==> config.mk <==
export PLATFORM = sky130hd
export DESIGN_NAME = alu_share_arb
export DESIGN_NICKNAME = d
export VERILOG_FILES = /design/src/rtl/alu_share_arb.sv
export SDC_FILE = /design/constraint.sdc
export NUM_CORES = 1
export LEC_CHECK = 0
export ABC_AREA = 1
export CAP_MARGIN = 20
export CORE_MARGIN = 1
export CORE_UTILIZATION = 35
export CTS_CLUSTER_SIZE = 8
export DETAILED_ROUTE_END_ITERATION = 8
export GPL_TIMING_DRIVEN = 1
export PLACE_DENSITY = 0.71
export RECOVER_POWER = 100
export SYNTH_ARGS = -nofsm -noshare
export SYNTH_HDL_FRONTEND = slang
export SYNTH_SLANG_ARGS = --single-unit
==> constraint.sdc <==
create_clock -name Clk -period 1.55 [get_ports Clk]
set_clock_uncertainty 0.15 [all_clocks]
set_input_delay 0.31 -clock Clk [delete_from_list [all_inputs] [get_ports Clk]]
set_output_delay 0.31 -clock Clk [all_outputs]
set_load 0.01 [all_outputs]
==> src/rtl/alu_share_arb.sv <==
// alu_share_arb: round-robin owner of the shared 8-bit ALU with compare/branch locking; `ALU_ARB_STATS_EN adds an op counter
module alu_share_arb #(
  parameter int NREQ = 2,
  parameter int LOCK_MAX = 15,
  parameter logic [4:0] IDLE_OP = 5'b00011
) (
  input  logic               Clk,
  input  logic               reset,
  input  logic [NREQ-1:0]    req_valid,
  output logic [NREQ-1:0]    req_ready,
  input  logic [NREQ-1:0]    req_lock,
  input  logic [8*NREQ-1:0]  req_a,
  input  logic [8*NREQ-1:0]  req_b,
  input  logic [5*NREQ-1:0]  req_op,
  output logic [NREQ-1:0]    rsp_valid,
  input  logic [NREQ-1:0]    rsp_ready,
  output logic [15:0]        rsp_rslt,
  output logic               rsp_branch,
  output logic [7:0]         alu_a,
  output logic [7:0]         alu_b,
  output logic [4:0]         alu_op,
  input  logic [15:0]        alu_rslt,
  input  logic               alu_branch,
  output logic [15:0]        op_count
);
  localparam int PW = NREQ > 1 ? $clog2(NREQ) : 1;
  localparam logic [1:0] IDLE = 2'd0, EXEC = 2'd1, RESP = 2'd2, LOCKED = 2'd3;
  logic [1:0] state;
  logic [PW-1:0] rr_ptr, owner, pick, sel, nxt_owner;
  logic [7:0] a_q, b_q, idle_cnt;
  logic [4:0] op_q;
  logic lock_q, hs, rsp_acc;
  // first valid requester at or after rr_ptr, cyclically
  always_comb begin
    pick = '0;
    for (int k = NREQ - 1; k >= 0; k--)
      if (req_valid[(int'(rr_ptr) + k) % NREQ]) pick = PW'((int'(rr_ptr) + k) % NREQ);
  end
  // grant: rotating pick in IDLE, only the lock owner in LOCKED, nobody otherwise
  always_comb begin
    req_ready = '0;
    if (state == IDLE && |req_valid) req_ready[pick] = 1'b1;
    else if (state == LOCKED) req_ready[owner] = req_valid[owner];
  end
  assign hs = |req_ready;
  assign sel = state == IDLE ? pick : owner;
  assign nxt_owner = PW'((int'(owner) + 1) % NREQ);
  assign rsp_acc = state == RESP && rsp_ready[owner];
  assign rsp_valid = state == RESP ? {{(NREQ-1){1'b0}}, 1'b1} << owner : '0;
  assign alu_op = state == EXEC ? op_q : IDLE_OP;
  assign alu_a = state == EXEC ? a_q : 8'h00;
  assign alu_b = state == EXEC ? b_q : 8'h00;
  // sequencer: accept -> one ALU cycle -> hold response -> release or keep the lock
  always_ff @(posedge Clk or posedge reset) begin
    if (reset) begin
      state <= IDLE;
      rr_ptr <= '0;
      owner <= '0;
      a_q <= '0;
      b_q <= '0;
      op_q <= '0;
      lock_q <= 1'b0;
      idle_cnt <= '0;
      rsp_rslt <= '0;
      rsp_branch <= 1'b0;
    end else if (hs) begin
      a_q <= req_a[8*sel +: 8];
      b_q <= req_b[8*sel +: 8];
      op_q <= req_op[5*sel +: 5];
      lock_q <= req_lock[sel];
      owner <= sel;
      state <= EXEC;
    end else if (state == EXEC) begin
      rsp_rslt <= alu_rslt;
      rsp_branch <= alu_branch;
      state <= RESP;
    end else if (rsp_acc) begin
      state <= lock_q ? LOCKED : IDLE;
      idle_cnt <= '0;
      if (!lock_q) rr_ptr <= nxt_owner;
    end else if (state == LOCKED) begin
      idle_cnt <= idle_cnt + 8'd1;
      if (idle_cnt == 8'(LOCK_MAX - 1)) begin
        state <= IDLE;
        rr_ptr <= nxt_owner;
      end
    end
  end
`ifdef ALU_ARB_STATS_EN
  logic [15:0] cnt_q;
  // completed operations, saturating
  always_ff @(posedge Clk or posedge reset) begin
    if (reset) cnt_q <= '0;
    else if (rsp_acc && cnt_q != 16'hFFFF) cnt_q <= cnt_q + 16'd1;
  end
  assign op_count = cnt_q;
`else
  assign op_count = '0;
`endif
endmodule

==> results of run 1 <==
==> cells in the mapped netlist <==
| cell type | instances | area share |
|---|---|---|
| nand2_1 | 189 | 0.24 |
| buf_6 | 5 | 0.019 |
| nand2_2 | 2 | 0.0043 |
| clkbuf_1 | 2 | 0.0026 |
| a21oi_1 | 1 | 0.0017 |
| clkinv_1 | 1 | 0.0013 |
| xor2_1 | 2 | 0.0060 |
| ha_1 | 2 | 0.0086 |
| nor2_8 | 1 | 0.0069 |
| nand4_1 | 6 | 0.013 |
| conb_1 | 1 | 0.0013 |
| o21ai_0 | 3 | 0.0052 |
| inv_2 | 1 | 0.0013 |
| nand3_1 | 14 | 0.024 |
| buf_4 | 17 | 0.044 |
| nor2_1 | 26 | 0.034 |
| or2_2 | 3 | 0.0065 |
| dfrtp_1 | 51 | 0.44 |
| buf_2 | 8 | 0.014 |
| nor2_2 | 1 | 0.0022 |
| inv_1 | 36 | 0.047 |
| o21ai_1 | 10 | 0.017 |
| nand2_4 | 1 | 0.0039 |
| inv_4 | 1 | 0.0022 |
| nor2b_1 | 1 | 0.0022 |
| o21ai_2 | 16 | 0.048 |
==> cell families (layout without fill, tap and decap cells) <==
logic type / after synthesis / after routing / share of synthesized area
fa+ha+maj: 2 / 2 / 0.008619
simple gates: 244 / 244 / 0.3410
other cells: 1 / 16 / 0.001292
flops: 51 / 51 / 0.4397
xor+xnor: 2 / 2 / 0.006036
compound gates: 30 / 30 / 0.07241
buf+inv: 71 / 191 / 0.1310
==> layout make-up <==
| cell class | count | area, um^2 | share of cell area |
|---|---|---|---|
| repair inverters | 3 | 31.28 | 0.006779 |
| clock buffers | 6 | 82.58 | 0.01790 |
| flip-flops and latches | 51 | 1277 | 0.2768 |
| multi-input cells | 294 | 1505 | 0.3262 |
| inverters | 39 | 166.4 | 0.03606 |
| repair buffers | 141 | 1385 | 0.3002 |
| well taps | 102 | 127.6 | 0.02766 |
| clock inverters | 2 | 38.79 | 0.008406 |
==> registers in the layout, summed over array words and instances, names as in the netlist <==
signal      cells
rsp_rslt       16
a_q             8
b_q             8
idle_cnt        8
op_q            5
state           2
lock_q          1
owner           1
rr_ptr          1
rsp_branch      1
==> layer usage <==
| layer | vias up | global-route usage | routed length [um] |
|---|---|---|---|
| met2 | 93 | 0.3150 | 4072 |
| met1 | 1264 | 0.2002 | 3317 |
| li1 | 1453 | - | - |
| met4 | 0 | 0.05385 | 127 |
| met5 | - | 0 | 0 |
| met3 | 10 | 0.04065 | 447 |
==> final timing paths <==
path	from	end	slack (ps)
worst max-delay path	state[0]	rr_ptr	-280
worst min-delay path	rsp_rslt[1]	rsp_rslt[1]	340
worst max register to register	state[0]	rr_ptr	-280
worst min register to register	rsp_rslt[1]	rsp_rslt[1]	340
max in group asynchronous	reset	state[0]	100
min in group asynchronous	reset	idle_cnt[5]	580
==> power breakdown <==
| part | total [mW] | internal (mW) | switching (mW) | leakage, nW |
|---|---|---|---|---|
| sequential | 2.24 | 1.92 | 0.315 | 0.640 |
| combinational | 5.98 | 2.66 | 3.32 | 1.70 |
| clock | 0.994 | 0.532 | 0.462 | 0.0618 |
| total | 9.21 | 5.12 | 4.09 | 2.40 |
==> repair_timing <==
action                     in CTS  in global routing
setup endpoints to repair      92                 76
buffers inserted                4                  4
cloned                          1                  4
pin swaps                       6                 14
resized for setup             149                 69
==> stage by stage <==
stage	util	setup TNS, ps	std cells	setup WS [ps]
floorplan	-	0	416	5.688
global placement	0.5287	-23800	618	-469.9
detailed placement	0.5287	-26440	618	-508.6
CTS	0.5446	-12080	631	-245.2
global route	0.5850	-18900	638	-342.3
finish	0.5850	-11940	638	-275.3
==> worst register-to-register path, stage by stage (launching register included) <==
cell and delay (ps):
dfrtp_2 450, buf_6 130, buf_4 130, nand4_1 80
nand2_2 80, buf_6 130, nor2_8 150, buf_12 130
buf_6 100, nand3_2 70, nand2_1 80, nand2_1 50
==> flow_summary.yaml, run 1 <==
clock_network:
  cts.htree.levels: 2
  ctsRootBufferMaster: "clkbuf_8"
  cts_hold_buf: 0
  cts_inserted_buffers: 5
  clkTransAtPathRegs_ps: 100
  cts.sinks: 51
  clk-insertion-delay-late_ps: 310
  cts_tree: "yes"
  clk_path_buf_depth: 2
yosys:
  synth_seq_cells: 51
  yosysUniqueCellTypes: 26
  synth_area_um2: 2903
  synth_cells: 401
  syn_area_per_cell_um2: 7.239
  seq_area_frac_synth: 0.4397
  yosys_warnings: 0
placement:
  hpwl_mm: 5.247
  place_area_um2: 4170
  gp_congestion: 0.7803
  io_buffers: 108
timing:
  fin_crit_ps: 1825
  slew_headroom: 0.4406
  hold_viol: 0
  setup-violations-final: 74
  hold_ws_ps: 338.0
  fmax_ghz: 0.5478
  period_share: 1.178
  rsz0062_at_grt: "yes"
  worst_pin_slew_ps: 839.1
  fin_ws_ps: -275.3
  slew_viol_final: 0
outcome:
  violations: "setup timing"
  status: "finished, violations left"
layout:
  final_cell_mix: "nand2_1, clkdlybuf4s50_1, dfrtp_1"
  layout.nets: 604
  layout-drive-gt1-share: 0.2649
  syn_to_final_growth_pct: 58.97
  final_cell_area_um2: 4614
  fill_cells: 715
  antenna_cells: 0
  mostFrequentLayoutCell: "nand2_1"
routing:
  drtIter0Drc: 63
  wl_per_cell_um: 12.48
  ant_nets: 0
  first_pass_iters: 4
  avgViaCountPerCell: 4.420
  drt_wl_total_mm: 7.964
  drc: 0
  vias: 2820
power:
  cellPowerDensity_nw_per_um2: 1996
  leakagePower_nw: 2.399
  p_total_mw: 9.211
  peakVddDrop_uv: 749.3
floorplan:
  core-area_um2: 7888
  dieHeight_um: 93.07
  dieArea_um2: 8662
  start_util: 0.3680
  row_count: 32
  boundaryPins: 125
  die_x_um: 93.07
worst_setup_path:
  critPathBufInv: 5
  critical_path_class: "register to register"
  cpMaxStageDelayCell: "dfrtp_2"
  end_kind: "register"
  crit_arrival_ps: 1880
  cp_top_family: "buffers and inverters"
  slowest_delay_ps: 450
  crit_path_start_kind: "register"
  path_depth: 11
  cp_cell_sequence: "buf_6, buf_4, nand4_1, nand2_2, buf_6, nor2_8, buf_12, buf_6, nand3_2, nand2_1, nand2_1"
  r2r.worst_path.cells: 11
  cpMostUsedCell: "buf_6"
  required_ps: 1600
  path_max_fanout: 4
global_routing:
  grt_max_degree: 43
  grt_pass1_wl_mm: 11.94
  grt_pass1_vias: 2628
  overflow: 0
  grt_antenna_before_repair: 0
  grt_util_all_layers: 0.1733
worst_hold_path:
  hold_depth: 2
  hold_path_class: "register to register"
job:
  drv_cap: 0
Power figures use the tool's default switching activity.
==> run 2: changes to the inputs <==
Settings changed: PLACE_DENSITY 0.71 to not set, PLACE_DENSITY_LB_ADDON set to 0.15.
==> flow_summary.yaml, run 2 (synthesized netlist as in run 1, its figures left out) <==
worst_setup_path:
  critical_path_class: "register to primary output"
  cp_cell_sequence: "buf_6, nor2_4, nand3_2, nand2_4, buf_6"
  reg2reg_from: "state[0]"
  path_max_fanout: 4
  r2r.worst_path.cells: 9
  crit_arrival_ps: 1310
  crit_path_start_kind: "register"
  cpMaxStageDelayCell: "dfrtp_1"
  end_kind: "primary output"
  critPathBufInv: 2
  reg2reg_to: "state[0]"
  cpMostUsedCell: "buf_6"
  slowest_delay_ps: 410
  required_ps: 1090
  cp_top_family: "flip-flops"
  r2r_slack_ps: -190
placement:
  gp_congestion: 0.8509
  dp.cells: 618
  hpwl_mm: 5.179
  io_buffers: 108
routing:
  drt_wl_total_mm: 9.074
  wl_per_cell_um: 14.05
  first_pass_iters: 6
  drc: 0
  drtIter0Drc: 131
  avgViaCountPerCell: 4.565
  vias: 2949
  ant_nets: 0
layout:
  fill_cells: 643
  syn_to_final_growth_pct: 73.53
  seqCellArea_um2: 1276
  top_register: "rsp_rslt"
  final_cell_mix: "nand2_1, clkdlybuf4s50_1, dfrtp_1"
  largest_reg_flops: 16
  layout-drive-gt1-share: 0.3444
  layout.nets: 612
  post-route-util: 0.6386
  mostFrequentLayoutCell: "nand2_1"
  fin_cells: 646
  multi_input_area_um2: 1730
clock_network:
  cts_tree: "yes"
  ctsRootBufferMaster: "clkbuf_8"
  cts_hold_buf: 0
  cts.sinks: 51
  cts.htree.levels: 2
  clk_path_buf_depth: 2
  clk-insertion-delay-late_ps: 300
  clkTransAtPathRegs_ps: 100
  cts_inserted_buffers: 5
job:
  drv_cap: 0
floorplan:
  dieHeight_um: 93.07
  row_count: 32
  start_util: 0.3680
  die_x_um: 93.07
  core-area_um2: 7888
  boundaryPins: 125
  dieArea_um2: 8662
outcome:
  status: "finished, violations left"
  violations: "setup timing"
power:
  cellPowerDensity_nw_per_um2: 2076
  leakagePower_nw: 2.534
  peakVddDrop_uv: 751.1
timing:
  fin_ws_ps: -217.8
  rsz0062_at_grt: "yes"
  hold_ws_ps: 300.0
  period_share: 1.140
  slew_viol_final: 0
  setup-violations-final: 67
  fmax_ghz: 0.5657
  hold_viol: 0
  finalSetupTns_ps: -9257
  fin_crit_ps: 1768
global_routing:
  grt_max_degree: 43
  grt_util_all_layers: 0.1775
  grt_pass1_vias: 2555
  grt_antenna_before_repair: 0
  grt_pass1_wl_mm: 12.26
  overflow: 0
worst_hold_path:
  hold_path_class: "primary input to async pin"
==> run 2: cell count changes in the layout (fill, tap and decap cells not counted), sizes merged, moves of 2 or more <==
cell           delta
buf               +4
clkbuf            +2
clkdlybuf4s50     -2
clkinv            +2
inv               -2
==> run 2: per-layer routing <==
| layer | track usage | wire (um) | vias to the layer above | part of all wire |
|---|---|---|---|---|
| li1 | - | - | 1468 | - |
| met1 | 0.2335 | 3760 | 1380 | 0.41 |
| met2 | 0.2904 | 4727 | 95 | 0.52 |
| met3 | 0.05203 | 540 | 6 | 0.060 |
| met4 | 0.03590 | 46 | 0 | 0.0051 |
| met5 | 0 | 0 | - | 0 |
==> run 2: repair_timing <==
item	CTS	global route
pin swaps	7	18
resized for setup	174	118
gates cloned	2	8
setup endpoints to repair	91	76
buffers inserted	4	7
==> run 2: per-stage QoR <==
stage / power [mW] / setup slack, ps / instance area, um^2
6_report: 10.46 / -217.8 / 5037
5_1_grt: 11.24 / -289.3 / 5035
4_1_cts: 8.441 / -230.3 / 4403
3_5_place_dp: 6.998 / -494.3 / 4158
3_3_place_gp: 6.944 / -485.4 / 4158
2_1_floorplan: 5.141 / 5.688 / 2963
==> run 2: how the worst max path moves through the flow <==
stage / start / end / cells after the start
4_1_cts: state[0] / req_ready[0] / 5
5_1_grt: state[1] / alu_b[6] / 5
3_5_place_dp: req_valid[1] / req_ready[0] / 5
6_report: state[1] / req_ready[0] / 5
2_1_floorplan: state[1] / alu_a[4] / 5
3_3_place_gp: req_valid[0] / req_ready[0] / 4
==> run 2: worst reg2reg max path: cells and delay by family (launching register included) <==
family,cells,cell delay (ps)
simple gates,5,540
buf+inv,4,540
flops,1,410
==> run 2: power breakdown <==
group	total [mW]	switching (mW)	internal, mW
Clock	0.917	0.445	0.473
Combinational	7.30	3.96	3.34
Sequential	2.24	0.314	1.92
Total	10.5	4.72	5.74
==> run 2: layout make-up <==
cell class	count	area share
Inverter	39	0.03552
Clock buffer	5	0.01366
Timing Repair Buffer	148	0.3120
Timing Repair inverter	3	0.008693
Sequential cell	51	0.2534
Clock inverter	2	0.007452
Multi-Input combinational cell	295	0.3435
Antenna cell	1	0.0004968
Tap cell	102	0.02534
==> run 3: changes to the inputs <==
Settings changed: RECOVER_POWER 100 to 25.
==> results of run 3 <==
Same layout as run 2: the final DEF is identical, and so are final timing and power.
